File: src/rtl/add3_rr_scheduler.sv
`default_nettype none
// =============================================================================
// Module   : add3_rr_scheduler
// Desc     : Round-robin issue of operand triples from NREQ requesters to one
//            shared 3-operand adder; tags each issue and routes the result
//            back as a one-cycle strobe.
//            Optional build macro ADD3_RR_SAT_EN: unsigned saturation of the
//            result when the adder reports carry.
// Revision : 1.0 - initial release
// =============================================================================
module add3_rr_scheduler #(
  parameter int WIDTH   = 32,
  parameter int NREQ    = 4,
  parameter int ADD_LAT = 0
) (
  input  logic                  i_clkp,
  input  logic                  i_rstn,
  input  logic                  i_en,
  input  logic [NREQ-1:0]       i_req_vld,
  input  logic [NREQ*WIDTH-1:0] i_req_z,
  input  logic [NREQ*WIDTH-1:0] i_req_a,
  input  logic [NREQ*WIDTH-1:0] i_req_b,
  output logic [NREQ-1:0]       o_req_rdy,
  output logic [WIDTH-1:0]      o_add_z,
  output logic [WIDTH-1:0]      o_add_a,
  output logic [WIDTH-1:0]      o_add_b,
  output logic                  o_add_vld,
  input  logic [WIDTH-1:0]      i_add_d,
  input  logic                  i_add_c,
  output logic [NREQ-1:0]       o_res_vld,
  output logic [WIDTH-1:0]      o_res_d,
  output logic                  o_res_c,
  output logic                  o_busy
);

  localparam int c_ptr_w = (NREQ > 1) ? $clog2(NREQ) : 1;
  localparam int c_pos_w = c_ptr_w + 1;
  localparam logic [c_ptr_w-1:0] c_last = c_ptr_w'(NREQ - 1);
  localparam logic [c_pos_w-1:0] c_nreq = c_pos_w'(NREQ);

  logic [c_ptr_w-1:0] r_ptr;
  logic [WIDTH-1:0]   r_add_z;
  logic [WIDTH-1:0]   r_add_a;
  logic [WIDTH-1:0]   r_add_b;
  logic               r_add_vld;
  logic [ADD_LAT:0]   r_tag_vld;
  logic [c_ptr_w-1:0] r_tag_idx [0:ADD_LAT];
  logic [NREQ-1:0]    r_res_vld;
  logic [WIDTH-1:0]   r_res_d;
  logic               r_res_c;

  logic [NREQ-1:0]    w_rot;
  logic [c_pos_w-1:0] w_pos;
  logic [c_ptr_w-1:0] w_gidx;
  logic [c_ptr_w-1:0] w_ptr_nxt;
  logic               w_found;
  logic               w_xfer;
  logic [NREQ-1:0]    w_grant;
  logic [WIDTH-1:0]   w_sel_z;
  logic [WIDTH-1:0]   w_sel_a;
  logic [WIDTH-1:0]   w_sel_b;
  logic               w_tag_last;
  logic [WIDTH-1:0]   w_res_d;

  // Rotate the request vector so bit 0 is the requester at the rr pointer;
  // the first set bit then gives the offset from the pointer to the winner.
  assign w_rot = NREQ'({i_req_vld, i_req_vld} >> r_ptr);

  always_comb begin
    w_found = 1'b0;
    w_pos   = '0;
    w_gidx  = '0;
    for (int i = 0; i < NREQ; i++) begin
      if (!w_found && w_rot[i]) begin
        w_found = 1'b1;
        w_pos   = {1'b0, r_ptr} + c_pos_w'(i);
      end
    end
    if (w_pos >= c_nreq) begin
      w_gidx = c_ptr_w'(w_pos - c_nreq);
    end else begin
      w_gidx = w_pos[c_ptr_w-1:0];
    end
  end

  assign w_grant   = w_found ? (NREQ'(1) << w_gidx) : '0;
  assign o_req_rdy = i_en ? w_grant : '0;
  assign w_xfer    = |(i_req_vld & o_req_rdy);
  assign w_ptr_nxt = (w_gidx == c_last) ? '0 : w_gidx + c_ptr_w'(1);

  always_comb begin
    w_sel_z = '0;
    w_sel_a = '0;
    w_sel_b = '0;
    for (int k = 0; k < NREQ; k++) begin
      if (w_gidx == c_ptr_w'(k)) begin
        w_sel_z = i_req_z[k*WIDTH +: WIDTH];
        w_sel_a = i_req_a[k*WIDTH +: WIDTH];
        w_sel_b = i_req_b[k*WIDTH +: WIDTH];
      end
    end
  end

  // Issue stage: operands hold between issues so the adder inputs stay quiet.
  always_ff @(posedge i_clkp or negedge i_rstn) begin
    if (!i_rstn) begin
      r_ptr     <= '0;
      r_add_z   <= '0;
      r_add_a   <= '0;
      r_add_b   <= '0;
      r_add_vld <= 1'b0;
    end else begin
      r_add_vld <= w_xfer;
      if (w_xfer) begin
        r_ptr   <= w_ptr_nxt;
        r_add_z <= w_sel_z;
        r_add_a <= w_sel_a;
        r_add_b <= w_sel_b;
      end
    end
  end

  // Tag pipe mirrors the adder latency; the last stage lines up with i_add_d.
  always_ff @(posedge i_clkp or negedge i_rstn) begin
    if (!i_rstn) begin
      r_tag_vld <= '0;
      for (int s = 0; s <= ADD_LAT; s++) begin
        r_tag_idx[s] <= '0;
      end
    end else begin
      r_tag_vld[0] <= w_xfer;
      r_tag_idx[0] <= w_gidx;
      for (int s = 1; s <= ADD_LAT; s++) begin
        r_tag_vld[s] <= r_tag_vld[s-1];
        r_tag_idx[s] <= r_tag_idx[s-1];
      end
    end
  end

  assign w_tag_last = r_tag_vld[ADD_LAT];

`ifdef ADD3_RR_SAT_EN
  assign w_res_d = i_add_c ? '1 : i_add_d;
`else
  assign w_res_d = i_add_d;
`endif

  always_ff @(posedge i_clkp or negedge i_rstn) begin
    if (!i_rstn) begin
      r_res_vld <= '0;
      r_res_d   <= '0;
      r_res_c   <= 1'b0;
    end else begin
      r_res_vld <= w_tag_last ? (NREQ'(1) << r_tag_idx[ADD_LAT]) : '0;
      if (w_tag_last) begin
        r_res_d <= w_res_d;
        r_res_c <= i_add_c;
      end
    end
  end

  assign o_add_z   = r_add_z;
  assign o_add_a   = r_add_a;
  assign o_add_b   = r_add_b;
  assign o_add_vld = r_add_vld;
  assign o_res_vld = r_res_vld;
  assign o_res_d   = r_res_d;
  assign o_res_c   = r_res_c;
  assign o_busy    = r_add_vld | (|r_tag_vld);

endmodule
`default_nettype wire

File: config.mk
export PLATFORM = sky130hd
export DESIGN_NAME = add3_rr_scheduler
export DESIGN_NICKNAME = d
export VERILOG_FILES = /design/src/rtl/add3_rr_scheduler.sv
export SDC_FILE = /design/constraint.sdc
export NUM_CORES = 1
export LEC_CHECK = 0
export CAP_MARGIN = 10
export CORE_AREA = 2 2 221 223
export CTS_BUF_LIST = sky130_fd_sc_hd__clkbuf_2
export CTS_CLUSTER_SIZE = 30
export DETAILED_ROUTE_END_ITERATION = 16
export DIE_AREA = 0 0 223 225
export SKIP_CTS_REPAIR_TIMING = 1
export SYNTH_ARGS = -nofsm -noshare
export SYNTH_HDL_FRONTEND = slang
export SYNTH_SLANG_ARGS = --single-unit
File: constraint.sdc
create_clock -name i_clkp -period 3.1 [get_ports i_clkp]
set_input_delay 0.775 -clock i_clkp [delete_from_list [all_inputs] [get_ports i_clkp]]
set_output_delay 0.775 -clock i_clkp [all_outputs]
set_load 0.03 [all_outputs]
==> results.py, run 1 <==
metrics = {
    "status": {
        "status": "complete, but fails checks",
        "violations": "negative setup slack",
    },
    "cts": {
        "numCtsBuffers": 17,
        "htreeDepth": 4,
        "cts_buffer_depth": 2,
        "clock_sinks": 138,
        "clk_transition_reported_paths_ns": 0.30,
        "cts_tree": "yes",
        "cts-root-buf": "clkbuf_2",
        "clk_latency_ns": 0.90,
    },
    "grt": {
        "grt_start_max_net_pins": 79,
        "grt_antenna_before_repair": 5,
        "track_usage_pct": 14.14,
        "grt_first_pass_wirelength_microns": 53700,
        "grt.overflow.total": 0,
        "grt_pass1_vias": 9133,
    },
    "timing": {
        "slew_viol_final": 0,
        "timing.fmax_ghz": 0.2971,
        "layout_setup_ws_ns": -0.2658,
        "hold_ws_ns": 0.4281,
        "max_slew.worst_pin.slew_ns": 0.6618,
        "slew_headroom_pct": 55.88,
        "rsz0062_at_grt": "true",
        "skew_ns": 0.06390,
        "period_share_pct": 108.6,
        "finalHoldViolations": 0,
        "finalSetupViolCount": 4,
        "period_needed_ns": 3.366,
    },
    "worst_setup_path": {
        "critPathArrivalTime_ns": 2.59,
        "worstSetupPathType": "flop to primary output",
        "rr_startpoint": "r_ptr[1]",
        "critPathRequiredTime_ns": 2.32,
        "rrSetupSlack_ns": 0.27,
        "worstPathMaxFanout": 6,
        "endpoint_kind": "primary output",
        "rr_worst_depth": 11,
        "cp-start-kind": "flop",
        "rr_endpoint": "o_add_b[11]",
    },
    "cells_and_area": {
        "drive_above_1_share_pct": 20.12,
        "final_common_cell": "clkdlybuf4s50_1",
        "num-nets-final": 1871,
        "stdcell_count": 2074,
        "area.growth.synth_to_final_pct": 83.93,
        "fillCellCount": 4913,
        "layout_common_cells": "clkdlybuf4s50_1, dfrtp_1, a21oi_1",
    },
    "die": {
        "num_rows": 80,
        "die_area_sq_mm": 0.05018,
        "core_area_sq_mm": 0.04755,
        "initial_core_util_pct": 17.62,
        "dieWidth_microns": 223,
        "die_h_microns": 225,
        "ioPinCount": 563,
    },
    "routing": {
        "wl_per_cell_microns": 17.77,
        "postRouteAntennaNets": 0,
        "vias": 9036,
        "first_pass_iters": 4,
        "postRouteWirelength_microns": 36850,
        "drt_iter0_drc": 353,
        "drc_errors": 0,
        "viasPerCell": 4.357,
    },
    "place": {
        "numPlacedInstances": 2026,
        "port_buffers": 562,
        "routabilityCongestion": 0.7933,
        "hpwlAfterDp_microns": 28820,
    },
    "logic_synthesis": {
        "syn_avg_cell_area_sq_um": 9.584,
        "synth_cells": 874,
        "syn-num-nets": 1302,
        "syn_area_sq_mm": 0.008377,
        "yosysWarnings": 0,
        "synth-async-reset-ratio_pct": 100.0,
        "synth_cell_types": 31,
        "seq_area_frac_synth_pct": 41.22,
        "ys.flop_type": "dfrtp_1",
        "ys_ff_latch": 138,
        "synth_edf_count": 0,
    },
    "pwr": {
        "ir_drop_mv": 0.2784,
        "power_leakage_uw": 0.006206,
        "p_per_area_mw_per_mm2": 917.9,
    },
    "run": {
        "max_cap_viol_count": 0,
    },
    "worst_hold_path": {
        "hold_path_class": "primary input to asynchronous set/reset pin",
    },
}
-- layout make-up --
type	instances	area (sq um)	area share (%)
antenna	3	7.507	0.04872
clock buffer	18	90.09	0.5847
clock inverter	14	125.1	0.8121
inverter	98	367.9	2.388
multi-input combinational	546	4153	26.95
sequential	138	3456	22.43
tap	615	769.5	4.994
timing repair buffer	642	6439	41.79
-- cells by family (layout without fill, tap and decap cells) --
| group | count (synthesis) | after routing | share of synthesized area, % |
|---|---|---|---|
| AO/OA/AOI/OAI | 396 | 396 | 36.16 |
| buffers and inverters | 190 | 772 | 10.71 |
| flip-flops | 138 | 138 | 41.22 |
| AND/OR/NAND/NOR | 111 | 111 | 6.572 |
| multiplexers | 35 | 35 | 4.735 |
| adder cells (fa/ha/maj) | 4 | 4 | 0.5975 |
| other | 0 | 3 | 0 |
-- sequential cells by signal, summed over array words and instances, names as in the netlist --
register,count
o_res_d,32
r_tag_idx,2
o_res_vld,4
o_add_b,32
o_add_z,32
o_res_c,1
o_add_a,32
r_tag_vld,1
r_ptr,2
-- per-stage QoR --
stage / total power [uW] / setup slack [ns] / utilization [%] / cell area [sq um] / setup TNS [ns]
finish: 14140 / -0.2658 / 32.41 / 15410 / -1.037
floorplan: 9081 / 0.004692 / - / 8386 / 0
CTS: 14190 / -0.6475 / 31.98 / 15200 / -2.231
global route: 15110 / -0.4739 / 32.40 / 15400 / -1.866
global placement: 12870 / -0.2491 / 31.53 / 14990 / -8.623
detailed placement: 12980 / -0.3076 / 31.53 / 14990 / -15.18
-- per-layer routing --
metal,part of all wire (%),global-route usage (%),up-vias
met1,38,15.24,4276
met4,2.3,5.304,4
met5,0.076,0,-
met3,8.1,4.915,36
met2,51,25.45,381
li1,-,-,4339
-- power breakdown --
part / switching, uW / internal, uW
logic: 5340 / 4420
clock network: 853 / 256
registers: 570 / 2700
total: 6770 / 7380
-- worst max-delay path by stage --
stage / start / end / slack, ns / cells past startpoint
after global placement: i_req_vld[1] / o_add_z[30] / -0.25 / 10
after global routing: r_ptr[1] / o_req_rdy[3] / -0.47 / 6
after floorplan: i_req_vld[1] / o_req_rdy[2] / 0.005 / 7
final: r_ptr[1] / o_req_rdy[1] / -0.27 / 6
after detailed placement: i_req_vld[1] / o_add_z[30] / -0.31 / 10
after CTS: r_ptr[0] / o_req_rdy[0] / -0.65 / 7
-- cell usage after synthesis (9+ instances only) --
library cell	number	area share [%]
a21oi_1	116	6.9
a21oi_2	79	8.3
a221o_1	95	11
a22oi_1	98	8.8
buf_2	9	0.54
buf_6	22	3.0
clkbuf_1	53	2.4
dfrtp_1	138	41
inv_1	98	4.4
mux2_2	33	4.4
nor2_1	57	2.6
nor2_2	42	3.1
-- worst max-delay path, stage by stage (launching register included) --
cell	delay [ns]
dfrtp_2	0.56
mux2i_4	0.22
a211oi_4	0.31
buf_6	0.16
ha_4	0.16
and2_4	0.14
buf_6	0.13
Power figures use the tool's default switching activity.
==> run 2: changes to the inputs <==
--- a/config.mk
+++ b/config.mk
@@ -11,6 +11,7 @@
 export CTS_CLUSTER_SIZE = 30
 export DETAILED_ROUTE_END_ITERATION = 16
 export DIE_AREA = 0 0 223 225
+export PLACE_DENSITY = 0.53
 export SKIP_CTS_REPAIR_TIMING = 1
 export SYNTH_ARGS = -nofsm -noshare
 export SYNTH_HDL_FRONTEND = slang
==> constraint.sdc (replaced) <==
create_clock -name i_clkp -period 3.1 [get_ports i_clkp]
set_input_delay 0.93 -clock i_clkp [delete_from_list [all_inputs] [get_ports i_clkp]]
set_output_delay 0.93 -clock i_clkp [all_outputs]
set_load 0.03 [all_outputs]
==> run 2 against run 1 <==
Net effect:
- the run still ends with negative setup slack left
- sequential share of layout area grew 0.10 points
- clock-buffer cell count is the same
- total power shrank 0.91%
- die area is the same
- global-route usage shrank 0.22 points
- via count shrank 1.6%
- critical endpoint is now o_req_rdy[2]
==> results.py, run 2 (same netlist as run 1, synthesis figures left out) <==
metrics = {
    "status": {
        "status": "complete, but fails checks",
        "violations": "negative setup slack",
    },
    "worst_setup_path": {
        "worstSetupPathType": "primary input to primary output",
        "endpoint_kind": "primary output",
        "cp-start-kind": "primary input",
        "critPathRequiredTime_ns": 2.17,
        "critPathArrivalTime_ns": 2.53,
        "worstPathMaxFanout": 4,
    },
    "routing": {
        "wl_per_cell_microns": 17.57,
        "postRouteAntennaNets": 0,
        "vias": 8890,
        "drt_iter0_drc": 354,
        "first_pass_iters": 4,
        "postRouteWirelength_microns": 36160,
        "viasPerCell": 4.320,
        "drc_errors": 0,
    },
    "cells_and_area": {
        "layout_common_cells": "clkdlybuf4s50_1, dfrtp_1, a21oi_1",
        "final_common_cell": "clkdlybuf4s50_1",
        "fillCellCount": 5007,
        "stdcell_count": 2058,
        "num-nets-final": 1855,
        "drive_above_1_share_pct": 18.89,
        "multi_input_area_sq_mm": 0.004134,
        "area.growth.synth_to_final_pct": 83.02,
        "stdcell_area_sq_mm": 0.01533,
        "ff_latch_area_sq_mm": 0.003455,
    },
    "grt": {
        "grt_use_met1_pct": 16.04,
        "met3_usage_pct": 4.628,
        "grt_busiest_layer": "met2",
        "track_usage_pct": 13.92,
        "grt.overflow.total": 0,
        "grt_first_pass_wirelength_microns": 53300,
        "grt_pass1_vias": 9056,
        "grt_start_max_net_pins": 86,
        "grt_use_met2_pct": 24.39,
        "grt_antenna_before_repair": 3,
    },
    "run": {
        "max_cap_viol_count": 0,
    },
    "timing": {
        "period_share_pct": 111.7,
        "rsz0062_at_grt": "true",
        "slew_viol_final": 0,
        "finalHoldViolations": 0,
        "layout_setup_ws_ns": -0.3613,
        "timing.fmax_ghz": 0.2889,
        "period_needed_ns": 3.461,
        "max_slew.worst_pin.slew_ns": 0.5819,
        "slew_headroom_pct": 61.21,
        "skew_ns": 0.05197,
        "finalSetupViolCount": 4,
    },
    "die": {
        "dieWidth_microns": 223,
        "die_h_microns": 225,
        "ioPinCount": 563,
        "core_area_sq_mm": 0.04755,
        "die_area_sq_mm": 0.05018,
        "num_rows": 80,
        "initial_core_util_pct": 17.62,
    },
    "place": {
        "dpl_cell_area_sq_mm": 0.01493,
        "routabilityCongestion": 0.8341,
        "numPlacedInstances": 2016,
        "hpwlAfterDp_microns": 28290,
        "port_buffers": 562,
    },
    "cts": {
        "cts_buffer_depth": 2,
        "clock_sinks": 138,
        "clk_transition_reported_paths_ns": 0.21,
        "numCtsBuffers": 17,
        "clk_latency_ns": 0.83,
        "cts_tree": "yes",
        "cts-root-buf": "clkbuf_2",
        "htreeDepth": 4,
    },
    "pwr": {
        "power_leakage_uw": 0.006352,
        "p_per_area_mw_per_mm2": 914.1,
        "ir_drop_mv": 0.3998,
        "total_power_uw": 14010,
    },
    "worst_hold_path": {
        "hold_path_class": "flop to flop",
    },
}
run 2: changes by cell type in the layout (fill, tap and decap cells not counted), moves of 2 or more:
cell | before | now
inv_8 | 4 | 1
dlymetal6s2s_1 | 0 | 30
buf_4 | 62 | 45
clkinvlp_4 | 0 | 2
clkdlybuf4s50_1 | 557 | 527
run 2: layout make-up:
| type | instances | share of cell area, % |
|---|---|---|
| inverters | 98 | 2.399 |
| repair buffers | 626 | 41.73 |
| diodes | 3 | 0.04897 |
| flip-flops and latches | 138 | 22.53 |
| clock inverters | 14 | 0.7182 |
| multi-input cells | 546 | 26.96 |
| well taps | 615 | 5.019 |
| clock buffers | 18 | 0.5876 |
run 2: worst paths after layout:
check	to	cells after the start	from	slack, ns
min in group asynchronous	r_ptr[0]	2	i_rstn	0.55
worst min-delay path	o_res_d[10]	1	o_res_d[10]	0.54
worst min register to register	o_res_d[10]	1	o_res_d[10]	0.54
worst max register to register	o_add_a[0]	12	r_ptr[0]	0.42
max in group asynchronous	o_add_a[14]	3	i_rstn	1.84
worst max-delay path	o_req_rdy[2]	7	i_req_vld[1]	-0.36
run 2: per-layer routing:
layer / wire length (microns) / share of wire [%] / vias to the layer above
met1: 14520 / 40 / 4213
met4: 640 / 1.8 / 0
met2: 18300 / 51 / 343
met5: 0 / 0 / -
met3: 2696 / 7.5 / 27
li1: - / - / 4307
run 2: where the power goes:
part | internal, uW | leakage [uW] | switching, uW
sequential | 2700 | 0.00159 | 555
clock | 231 | 0.000126 | 790
combinational | 4330 | 0.00463 | 5410
run 2: critical path: stages:
cell and delay, ns:
clkdlybuf4s50_1 0.52, o31ai_4 0.32, o22a_1 0.23, buf_6 0.12, ha_4 0.15, and2_4 0.14
buf_6 0.12
run 2: metrics by stage:
| stage | worst slack [ns] | utilization [%] | hold WS, ns | TNS, ns |
|---|---|---|---|---|
| finish | -0.3613 | 32.24 | 0.5399 | -1.252 |
| detailed placement | -0.8144 | 31.41 | 0.4947 | -45.19 |
| global route | -0.4782 | 32.24 | 0.4029 | -1.899 |
| floorplan | -0.01055 | - | 0.4285 | -0.01365 |
| global placement | -0.8086 | 31.41 | 0.4894 | -44.77 |
| CTS | -0.9294 | 31.83 | -0.2524 | -3.439 |
==> run 3: changes to the inputs <==
--- a/config.mk
+++ b/config.mk
@@ -6,13 +6,14 @@
 export NUM_CORES = 1
 export LEC_CHECK = 0
 export CAP_MARGIN = 10
-export CORE_AREA = 2 2 221 223
+export CORE_AREA = 10 10 212 214
 export CTS_BUF_LIST = sky130_fd_sc_hd__clkbuf_2
 export CTS_CLUSTER_SIZE = 30
 export DETAILED_ROUTE_END_ITERATION = 16
-export DIE_AREA = 0 0 223 225
-export PLACE_DENSITY = 0.53
+export DIE_AREA = 0 0 222 224
+export PLACE_DENSITY = 0.57
 export SKIP_CTS_REPAIR_TIMING = 1
+export SKIP_LAST_GASP = 1
 export SYNTH_ARGS = -nofsm -noshare
 export SYNTH_HDL_FRONTEND = slang
 export SYNTH_SLANG_ARGS = --single-unit
==> constraint.sdc (replaced) <==
create_clock -name i_clkp -period 4.1 [get_ports i_clkp]
set_input_delay 1.23 -clock i_clkp [delete_from_list [all_inputs] [get_ports i_clkp]]
set_output_delay 1.23 -clock i_clkp [all_outputs]
set_load 0.03 [all_outputs]
==> run 3 against run 2 <==
Net effect:
- worst setup slack better by 0.38 ns
- routed wire length up 13%
- the run now ends clean
- critical path depth unchanged
- critical endpoint is now o_req_rdy[1]
- core utilization up 4.7 points
- largest cell class unchanged
- total power down 24%
- final cell count down 4.8%
- worst hold slack worse by 0.23 ns
- first-iteration DRC count up 37%
==> results.py, run 3 (same netlist as run 1, synthesis figures left out) <==
metrics = {
    "cells_and_area": {
        "layout_common_cells": "clkdlybuf4s50_1, dfrtp_1, a21oi_1",
        "drive_above_1_share_pct": 17.42,
        "num-nets-final": 1839,
        "final_common_cell": "clkdlybuf4s50_1",
        "area.growth.synth_to_final_pct": 79.03,
        "fillCellCount": 4104,
    },
    "pwr": {
        "p_switching_uw": 5068,
        "power.share.combinational_pct": 68.5,
        "switching_share_pct": 47.88,
        "total_power_uw": 10590,
        "p_per_area_mw_per_mm2": 705.9,
        "p_int_uw": 5518,
        "power_frac_seq_pct": 23.1,
        "ir_drop_mv": 0.2930,
        "clockPowerShare_pct": 8.3,
        "power_leakage_uw": 0.006036,
    },
    "worst_setup_path": {
        "crit_path_frequent_cell": "buf_4",
        "worstPathMaxFanout": 4,
        "critPathRequiredTime_ns": 2.87,
        "critPathSlowestCell": "clkdlybuf4s50_1",
        "slowest_delay_ns": 0.49,
        "critPathArrivalTime_ns": 2.85,
        "path_cells": "clkdlybuf4s50_1, o31ai_2, o22ai_1, buf_4, ha_4, and2_1, buf_4",
        "worstSetupPathType": "primary input to primary output",
        "endpoint_kind": "primary output",
        "cp-start-kind": "primary input",
    },
    "grt": {
        "grt_first_pass_wirelength_microns": 59880,
        "grt_antenna_before_repair": 4,
        "grt.overflow.total": 0,
        "grt_start_max_net_pins": 123,
        "track_usage_pct": 15.68,
        "grt_pass1_vias": 9316,
    },
    "timing": {
        "timing.fmax_ghz": 0.2449,
        "period_share_pct": 99.57,
        "finalHoldViolations": 0,
        "setup_tns_ns": 0,
        "period_needed_ns": 4.083,
        "rsz0062_at_grt": "true",
        "slew_viol_final": 0,
        "finalSetupViolCount": 0,
        "skew_ns": 0.02505,
        "slew_headroom_pct": 57.28,
        "hold_ws_ns": 0.3058,
        "max_slew.worst_pin.slew_ns": 0.6408,
    },
    "die": {
        "die_area_sq_mm": 0.04973,
        "ioPinCount": 563,
        "die_h_microns": 224,
        "initial_core_util_pct": 20.66,
        "dieWidth_microns": 222,
        "num_rows": 74,
        "core_area_sq_mm": 0.04055,
    },
    "cts": {
        "cts_buffer_depth": 2,
        "numCtsBuffers": 17,
        "htreeDepth": 4,
        "clk_transition_reported_paths_ns": 0.25,
        "clock_sinks": 138,
        "clk_latency_ns": 0.78,
        "cts_tree": "yes",
        "cts-root-buf": "clkbuf_2",
    },
    "run": {
        "max_cap_viol_count": 0,
    },
    "routing": {
        "drc_errors": 0,
        "drt_iter0_drc": 485,
        "wl_per_cell_microns": 20.90,
        "postRouteAntennaNets": 0,
        "postRouteWirelength_microns": 40930,
        "viasPerCell": 4.531,
        "first_pass_iters": 5,
        "vias": 8876,
    },
    "place": {
        "hpwlAfterDp_microns": 32680,
        "port_buffers": 562,
        "routabilityCongestion": 0.7790,
    },
    "status": {
        "status": "finished clean",
    },
    "worst_hold_path": {
        "hold_path_class": "primary input to asynchronous set/reset pin",
    },
}
## run 3: cell types whose count changed in the layout (fill, tap and decap cells not counted), sizes merged
| cell | before | now |
|---|---|---|
| buf | 68 | 53 |
| bufinv | 0 | 2 |
| dlygate4sd3 | 1 | 0 |
| inv | 105 | 104 |
| clkinvlp | 2 | 3 |
| clkdlybuf4s50 | 527 | 556 |
| clkinv | 5 | 3 |
| dlymetal6s2s | 30 | 1 |
## run 3: worst max-delay path, delay by kind of cell
family	cells	cell delay, ns
buf+inv	3	0.83
compound gates	2	0.50
simple gates	1	0.14
fa+ha+maj	1	0.15
## run 3: path summary, 6_finish.rpt
| check | startpoint | to | slack (ns) | cells past startpoint |
|---|---|---|---|---|
| worst max register to register | r_ptr[1] | o_add_a[9] | 1.40 | 10 |
| worst min-delay path | i_rstn | o_res_d[0] | 0.31 | 1 |
| min in group i_clkp | r_tag_idx[1] | o_res_vld[1] | 0.51 | 1 |
| worst max-delay path | i_req_vld[1] | o_req_rdy[1] | 0.02 | 7 |
| worst min register to register | r_tag_idx[1] | o_res_vld[1] | 0.51 | 1 |
| max in group asynchronous | i_rstn | o_add_z[28] | 2.97 | 2 |
## run 3: power groups by stage
stage | Sequential, uW | Combinational (uW) | Clock [uW]
after floorplan | 3770 | 3100 | 0
after global routing | 2530 | 7800 | 1010
after global placement | 2450 | 7300 | 0
final | 2450 | 7250 | 883
after detailed placement | 2480 | 7340 | 0
after CTS | 2450 | 7360 | 958
## run 3: layout make-up
type / instances / area (sq um) / area share, %
Sequential cell: 138 / 3453 / 23.03
Inverter: 98 / 367.9 / 2.453
Multi-Input combinational cell: 546 / 4084 / 27.23
Tap cell: 532 / 665.6 / 4.439
Clock buffer: 18 / 90.09 / 0.6007
Clock inverter: 14 / 161.4 / 1.076
Timing Repair Buffer: 610 / 6167 / 41.12
Antenna cell: 3 / 7.507 / 0.05006
## run 3: through the flow
stage | util (%) | cell area [sq um] | cells | setup WS, ns
5_1_grt | 36.97 | 14990 | 1957 | -0.02953
2_1_floorplan | - | 8383 | 874 | 0.001980
3_5_place_dp | 36.32 | 14730 | 1924 | -0.02059
4_1_cts | 36.94 | 14980 | 1956 | -0.03714
3_3_place_gp | 36.32 | 14730 | 1924 | -0.05748
6_report | 36.98 | 15000 | 1959 | 0.01744
## run 3: routing by layer
layer  vias up  routed length [microns]  share of wire (%)  track usage (%)
li1       4275                        -                  -                -
met1      4207                    16860                 41            17.98
met2       368                    19970                 49            26.47
met3        26                     3349                8.2            6.212
met4         0                      746                1.8            4.586
met5         -                        0                  0                0
